[src/rtl/lsu_handshake.sv]
// Load/store unit bridging the core's single-cycle memory stage to a variable-latency
// data memory port: request/ack handshake, byte lanes, load extension, fault detection.

module lsu_handshake #(
    parameter int unsigned TIMEOUT = 15
) (
    input  logic        clk,
    input  logic        rst,
    input  logic        MemRead,
    input  logic        MemWrite,
    input  logic [2:0]  funct3,
    input  logic [31:0] address,
    input  logic [31:0] write_data,
    output logic [31:0] read_data,
    output logic        stall,
    output logic        lsu_fault,
    output logic        mem_req,
    output logic        mem_we,
    output logic [31:0] mem_addr,
    output logic [31:0] mem_wdata,
    output logic [3:0]  mem_be,
    input  logic [31:0] mem_rdata,
    input  logic        mem_ack
);

    localparam int unsigned CNT_W = 8;

    localparam logic [1:0] SZ_BYTE = 2'b00;
    localparam logic [1:0] SZ_HALF = 2'b01;
    localparam logic [1:0] SZ_WORD = 2'b10;

    typedef enum logic [1:0] {
        S_IDLE = 2'd0,
        S_WAIT = 2'd1,
        S_DONE = 2'd2
    } state_t;

    state_t           state_q;
    logic [CNT_W-1:0] cnt_q;
    logic [2:0]       funct3_q;
    logic [1:0]       off_q;
    logic             fault_q;

    logic             access;
    logic             is_store;
    logic [1:0]       size;
    logic             illegal_f3;
    logic             misaligned;
    logic             bad_access;
    logic             timeout_hit;
    logic [3:0]       be_d;
    logic [31:0]      wdata_d;
    logic [31:0]      load_ext_d;
    logic [7:0]       sel_byte;
    logic [15:0]      sel_half;

    // Request decode; a simultaneous read and write is treated as a store.
    assign access   = MemRead | MemWrite;
    assign is_store = MemWrite;
    assign size     = funct3[1:0];

    always_comb begin
        illegal_f3 = 1'b1;
        if (is_store) begin
            case (funct3)
                3'b000, 3'b001, 3'b010: illegal_f3 = 1'b0;
                default:                illegal_f3 = 1'b1;
            endcase
        end else begin
            case (funct3)
                3'b000, 3'b001, 3'b010, 3'b100, 3'b101: illegal_f3 = 1'b0;
                default:                                 illegal_f3 = 1'b1;
            endcase
        end
    end

    assign misaligned = ((size == SZ_HALF) && address[0])
                     || ((size == SZ_WORD) && (address[1:0] != 2'b00));
    assign bad_access = illegal_f3 | misaligned;

    // Byte lanes and replicated store data for the access size.
    always_comb begin
        be_d    = 4'b1111;
        wdata_d = write_data;
        case (size)
            SZ_BYTE: begin
                be_d    = 4'b0001 << address[1:0];
                wdata_d = {4{write_data[7:0]}};
            end
            SZ_HALF: begin
                be_d    = address[1] ? 4'b1100 : 4'b0011;
                wdata_d = {2{write_data[15:0]}};
            end
            default: begin
                be_d    = 4'b1111;
                wdata_d = write_data;
            end
        endcase
    end

    // Lane select uses the offset captured at issue, not the live address.
    always_comb begin
        sel_byte = mem_rdata[7:0];
        case (off_q)
            2'd0:    sel_byte = mem_rdata[7:0];
            2'd1:    sel_byte = mem_rdata[15:8];
            2'd2:    sel_byte = mem_rdata[23:16];
            default: sel_byte = mem_rdata[31:24];
        endcase
        sel_half = off_q[1] ? mem_rdata[31:16] : mem_rdata[15:0];
    end

    always_comb begin
        load_ext_d = mem_rdata;
        case (funct3_q)
            3'b000:  load_ext_d = {{24{sel_byte[7]}}, sel_byte};
            3'b100:  load_ext_d = {24'd0, sel_byte};
            3'b001:  load_ext_d = {{16{sel_half[15]}}, sel_half};
            3'b101:  load_ext_d = {16'd0, sel_half};
            default: load_ext_d = mem_rdata;
        endcase
    end

    assign timeout_hit = (cnt_q == CNT_W'(TIMEOUT - 1));

    // Core-facing status is combinational so the core sees it in the issue cycle.
    assign stall     = ((state_q == S_IDLE) && access && !bad_access) || (state_q == S_WAIT);
    assign lsu_fault = ((state_q == S_IDLE) && access && bad_access) || fault_q;

    always_ff @(posedge clk or posedge rst) begin
        if (rst) begin
            state_q   <= S_IDLE;
            cnt_q     <= '0;
            funct3_q  <= 3'd0;
            off_q     <= 2'd0;
            fault_q   <= 1'b0;
            mem_req   <= 1'b0;
            mem_we    <= 1'b0;
            mem_addr  <= 32'd0;
            mem_wdata <= 32'd0;
            mem_be    <= 4'd0;
            read_data <= 32'd0;
        end else begin
            case (state_q)
                S_IDLE: begin
                    if (access) begin
                        if (bad_access) begin
                            read_data <= 32'd0;
                        end else begin
                            mem_req   <= 1'b1;
                            mem_we    <= is_store;
                            mem_addr  <= {address[31:2], 2'b00};
                            mem_wdata <= wdata_d;
                            mem_be    <= be_d;
                            funct3_q  <= funct3;
                            off_q     <= address[1:0];
                            cnt_q     <= '0;
                            state_q   <= S_WAIT;
                        end
                    end
                end
                S_WAIT: begin
                    // An ack arriving on the final allowed cycle beats the timeout.
                    if (mem_ack) begin
                        mem_req <= 1'b0;
                        if (!mem_we) begin
                            read_data <= load_ext_d;
                        end
                        state_q <= S_DONE;
                    end else if (timeout_hit) begin
                        mem_req   <= 1'b0;
                        read_data <= 32'd0;
                        fault_q   <= 1'b1;
                        state_q   <= S_DONE;
                    end else begin
                        cnt_q <= cnt_q + CNT_W'(1);
                    end
                end
                S_DONE: begin
                    fault_q <= 1'b0;
                    state_q <= S_IDLE;
                end
                default: begin
                    state_q <= S_IDLE;
                end
            endcase
        end
    end

endmodule

[config.mk]
export PLATFORM = sky130hd
export DESIGN_NAME = lsu_handshake
export DESIGN_NICKNAME = d
export VERILOG_FILES = /design/src/rtl/lsu_handshake.sv
export SDC_FILE = /design/constraint.sdc
export NUM_CORES = 1
export LEC_CHECK = 0
export CORE_MARGIN = 3
export CORE_UTILIZATION = 45
export CTS_CLUSTER_SIZE = 24
export DETAILED_ROUTE_END_ITERATION = 8
export GPL_ROUTABILITY_DRIVEN = 1
export GPL_TIMING_DRIVEN = 0
export HOLD_SLACK_MARGIN = 0.03
export PLACE_DENSITY = 0.9
export SYNTH_ARGS = -nofsm -noshare
export SYNTH_HDL_FRONTEND = slang
export SYNTH_SLANG_ARGS = --single-unit
[constraint.sdc]
create_clock -name clk -period 4.8 [get_ports clk]
set_input_delay 0.72 -clock clk [delete_from_list [all_inputs] [get_ports clk]]
set_output_delay 0.72 -clock clk [all_outputs]
set_load 0.03 [all_outputs]
# --- Word level (Yosys, flattened, before mapping) ---
# Index checks and enable logic that the tools add are counted.
classes:
  muxes: 33
  n_shift: 1
  reduce_logical: 25
  eq_ne: 22
  n_bitwise: 3
  addsub: 1
op_table:
  columns: ["cell", "count"]
  rows:
  - ["$mux 32", 5]
  - ["$pmux 32 s2", 2]
  - ["$pmux 32 s4", 1]
  - ["$mux 8", 4]
  - ["$pmux 8 s3", 1]
  - ["$mux 16", 1]
  - ["$pmux 8 s2", 1]
  - ["$eq 3x3->1 const B", 4]
  - ["$ne 2x2->1 const B", 6]
  - ["$reduce_and 5->1", 2]
  - ["$mux 1", 9]
  - ["$reduce_and 3->1", 3]
  - ["$add 8x1->8 const B", 1]
  - ["$eq 8x4->1 const B", 1]
  - ["$mux 2", 4]
  - ["$pmux 4 s2", 1]
  - ["$eq 2x1->1 const B", 3]
  - ["$eq 2x2->1 const B", 3]
  - ["$eq 3x1->1 const B", 2]
  - ["$logic_not 2->1", 3]
  - ["$logic_not 3->1", 2]
  - ["$ne 3x3->1 const B", 2]
  - ["$reduce_bool 2->1", 3]
  - ["$logic_and 1x1->1", 5]
  - ["other kinds (12)", 16]
totals:
  out_inout_bits: 104
  regBits: 116
  wordCells: 96
  in_bits: 104

# --- Longest topological paths before layout ---
depth:
  ltp_word: 8
  depth_mapped: 7

# --- Worst setup path before layout ---
# Ideal clock, no wire load.
synth_timing:
  path_kind: "input -> output"
  start: "input funct3[0]"
  end: "output stall"
  path_stages: 5
  setup_slack_ns: 2.113
  t_required_ns: 4.080
  arrival_ns: 1.967
  cell_sequence: "buf_2 or4_4 a211oi_2 a21oi_1 inv_1"
synth_between:
  elab_chain_cells: 8
  word_cells_on_any_way: 19
synth_lines:
  columns: ["element", "line", "rtl"]
  rows:
  - ["start: declaration", "11", "input logic [2:0] funct3,"]
  - ["$eq 3x1->1 (tied with other cells)", "65, 70", null]
  - ["$reduce_or 5->1 or $reduce_or 3->1 (tied branches)", "70, 65", null]
  - ["$mux 1 (on tied branches)", "70, 65", null]
  - ["$mux 1", "64", "if (is_store) begin"]
  - ["$or 1x1->1 *", "79", "assign bad_access = illegal_f3 | misaligned;"]
  - ["$logic_not 1->1 *", "127", "assign stall = ((state_q == S_IDLE) && access && !bad_access) || (state_q == S_WAIT);"]
  - ["$logic_and 1x1->1 *", "127", null]
  - ["$logic_or 1x1->1 *", "127", null]
  - ["end: declaration", "15", "output logic stall,"]
# Mark *: on every way between the ends. The rest lies on a longest branch, timed or not.

# --- Worst setup path in the final report ---
layout_timing:
  start: "input address[1]"
  end: "output stall"
layout_between:
  elab_chain_cells: 7
layout_lines:
  columns: ["element", "line", "rtl"]
  rows:
  - ["start: declaration", "12", "input logic [31:0] address,"]
  - ["$reduce_bool 2->1", "78", "|| ((size == SZ_WORD) && (address[1:0] != 2'b00));"]
  - ["$logic_and 1x1->1", "78", null]
  - ["$logic_or 1x1->1", "78", null]
  - ["$or 1x1->1", "79", null]
  - ["$logic_not 1->1", "127", null]
  - ["$logic_and 1x1->1", "127", null]
  - ["$logic_or 1x1->1", "127", null]
# No other way between the ends.

==> results.py <==
metrics = {
    "drt": {
        "met3WireLength_um": 1350,
        "wl_met1_um": 6790,
        "ant_nets": 0,
        "finalWirelength_um": 17500,
        "vias": 5320,
        "route.detailed.drc": 0,
        "post_drt_via_cell_ratio": 5.46,
        "dr_wl_met2_um": 8980,
        "first_pass_iters": 5,
        "wl_per_cell_um": 18.0,
        "drtIter0Drc": 338,
        "top_layer_used": "met4",
    },
    "layout": {
        "finalNonFillerCells": 974,
        "final_util_pct": 70.7,
        "finalInstanceArea_sq_um": 8520,
        "multiInputGateArea_sq_um": 2430,
        "filler_cell_count": 852,
        "nets": 899,
        "regArea_sq_um": 2900,
        "drive_above_1_share_pct": 9.93,
        "antenna_cells": 0,
        "syn_to_final_growth_pct": 52.8,
    },
    "yosys": {
        "yosys.area.top_type": "dfrtp_1",
        "ys_seq_area_share_pct": 52.0,
        "syn_avg_cell_area_sq_um": 9.82,
        "ys_ff_latch": 116,
        "synth-edff-count": 0,
        "synthCells": 568,
        "synth.distinct_cells": 54,
        "yosys-top-cells-area": "dfrtp_1 52%, nand2_1 11%, mux2i_1 4.5%, a221o_1 3.1%, o21ai_0 3.0%",
        "synth_area_sq_um": 5580,
        "ys_warn_count": 0,
        "synth_top_area_share_pct": 52.0,
        "synth_ff_type": "dfrtp_1",
        "ys_async_sr_fraction_pct": 100,
        "yosysMostFrequentCell": "nand2_1",
        "netlist_top_cells_count": "165 x nand2_1, 116 x dfrtp_1, 33 x o21ai_0, 25 x mux2i_1, 24 x nor2_1",
    },
    "placement": {
        "place.detailed.hpwl_um": 12900,
        "post_dp_cell_area_sq_um": 7870,
        "portBuffers": 204,
        "place.gp.congestion": 0.898,
        "dpl.cell_count": 942,
    },
    "cts": {
        "clockBufferDepth": 2,
        "cts_sinks": 116,
        "numCtsBuffers": 17,
        "clk_latency_ns": 0.41,
        "cts-root-buf": "clkbuf_16",
        "cts_tree": "done",
        "postCtsHoldBufs": 0,
        "cts_max_level": 4,
        "path_clk_slew_ns": 0.05,
        "post_cts_buffers": 0,
        "cts_resized": 0,
    },
    "global_route": {
        "overflow": 0,
        "grt_pass1_vias": 5482,
        "antenna_found_initial": 0,
        "grt_use_total_pct": 25.6,
        "grt_pass1_wl_um": 28400,
        "grt_max_degree": 72,
    },
    "sta": {
        "max_freq_ghz": 0.259,
        "clock_skew_ns": 0.0147,
        "grt_setup_unrepaired": "no",
        "min_period_over_period_pct": 80.3,
        "setup_viol": 0,
        "hold_viol": 0,
        "tightest_slew_ns": 0.829,
        "slew_viol_final": 0,
        "slew_headroom_pct": 44.5,
        "min_period_ns": 3.86,
    },
    "critical_path": {
        "endpoint": "stall",
        "reg2reg_slack_ns": 2.55,
        "startpoint": "address[1]",
        "reg2reg_from": "off_q[1]",
        "worstSetupStartpointType": "input port",
        "critPathCaptureType": "output pin",
        "path_class": "input port to output pin",
        "arrival_ns": 3.14,
        "r2r-end": "read_data[1]",
        "critPathRequiredTime_ns": 4.08,
        "r2r_cells": 6,
        "worst-path-max-fanout": 6,
    },
    "power": {
        "total_power_mw": 4.85,
        "comb_power_share_pct": 41.1,
        "power.share.clock_pct": 28.8,
        "power.switching_mw": 1.81,
        "p_seq_share_pct": 30.1,
        "swShare_pct": 37.4,
        "cellPowerDensity_nw_per_um2": 569,
        "peakVddDrop_mv": 0.352,
        "leakage_nw": 3.83,
        "p_int_mw": 3.04,
    },
    "die": {
        "pin_count": 208,
        "rows": 40,
        "core_area_sq_um": 12100,
        "floorplan.initialDensity_pct": 46.3,
        "die_area_sq_um": 13800,
        "die_x_um": 117,
        "fp.dieH_um": 117,
    },
    "run_status": {
        "status": "complete, no violations",
    },
    "flow_run": {
        "drv_cap": 0,
    },
    "min_path": {
        "hp-class": "flop to flop",
    },
}
[routing by layer]
metal | GRT usage, % | up-vias
met5 | 0 | -
met4 | 10.5 | 0
met3 | 7.57 | 35
met2 | 44.8 | 273
met1 | 29.3 | 2579
li1 | - | 2433
[cells by family after synthesis]
logic type | share of synthesized area [%]
AND/OR/NAND/NOR | 18.8
AO/OA/AOI/OAI | 17.1
flip-flops | 52.0
buffers and inverters | 4.46
multiplexers | 6.30
XOR/XNOR | 0.785
adder cells (fa/ha/maj) | 0.448
other | 0.0672
[worst max-delay path, cell delays in order]
cell,delay (ns)
clkdlybuf4s50_1,0.52
or4_4,0.61
a211oi_2,0.37
a21oi_1,0.12
inv_1,0.11
clkdlybuf4s50_1,0.68
[sequential cells by signal (all words and copies together), names as in the netlist]
name,flops
mem_be,4
cnt_q,8
mem_we,1
mem_req,1
mem_addr,30
fault_q,1
funct3_q,3
read_data,32
off_q,2
mem_wdata,32
state_q,2
[layout make-up]
cell class	count	area share, %
Buffer	40	2.52
Inverter	9	0.426
Multi-Input combinational cell	404	28.5
Timing Repair Buffer	205	24.3
Clock buffer	19	5.31
Sequential cell	116	34.1
Clock inverter	13	2.41
Tap cell	168	2.47
[power by group through the flow]
| stage | sequential (mW) | clock, mW | combinational (mW) |
|---|---|---|---|
| 4_1_cts | 1.46 | 1.41 | 1.99 |
| 3_5_place_dp | 1.46 | 0 | 1.98 |
| 6_report | 1.46 | 1.40 | 1.99 |
| 5_1_grt | 1.49 | 1.46 | 2.11 |
| 3_3_place_gp | 1.45 | 0 | 1.93 |
| 2_1_floorplan | 1.96 | 0 | 0.615 |
[through the flow]
stage	setup slack, ns	hold WS (ns)	TNS, ns
CTS	0.964	0.480	0
floorplan	1.01	0.464	0
global route	0.840	0.495	0
finish	0.945	0.475	0
global placement	-0.484	0.459	-55.23
detailed placement	0.981	0.463	0
[how the worst min path moves through the flow]
stage | slack (ns) | depth (start not counted) | start | to
after floorplan | 0.46 | 2 | fault_q | fault_q
after global placement | 0.46 | 2 | mem_addr[17] | mem_addr[17]
after detailed placement | 0.46 | 2 | mem_addr[29] | mem_addr[29]
after CTS | 0.48 | 2 | mem_addr[30] | mem_addr[30]
after global routing | 0.49 | 2 | mem_addr[18] | mem_addr[18]
final | 0.47 | 2 | mem_addr[17] | mem_addr[17]
[cells in the final DEF, fill, tap and decap left out, types with 4 or more instances in the layout]
cell,instances
mux2i_1,25
a32o_1,7
nor2_1,24
a31oi_1,4
clkdlybuf4s50_1,204
o21ai_1,8
a221o_1,17
clkbuf_1,17
and3b_1,7
buf_4,7
a21oi_1,22
or3_1,8
dfrtp_1,116
mux2_2,9
buf_2,13
o2bb2ai_1,8
bufinv_16,5
clkbuf_16,17
nand2_1,165
a211o_1,8
nand2b_1,10
o211ai_1,7
o21ai_0,33
inv_1,7
Power figures use the tool's default switching activity.
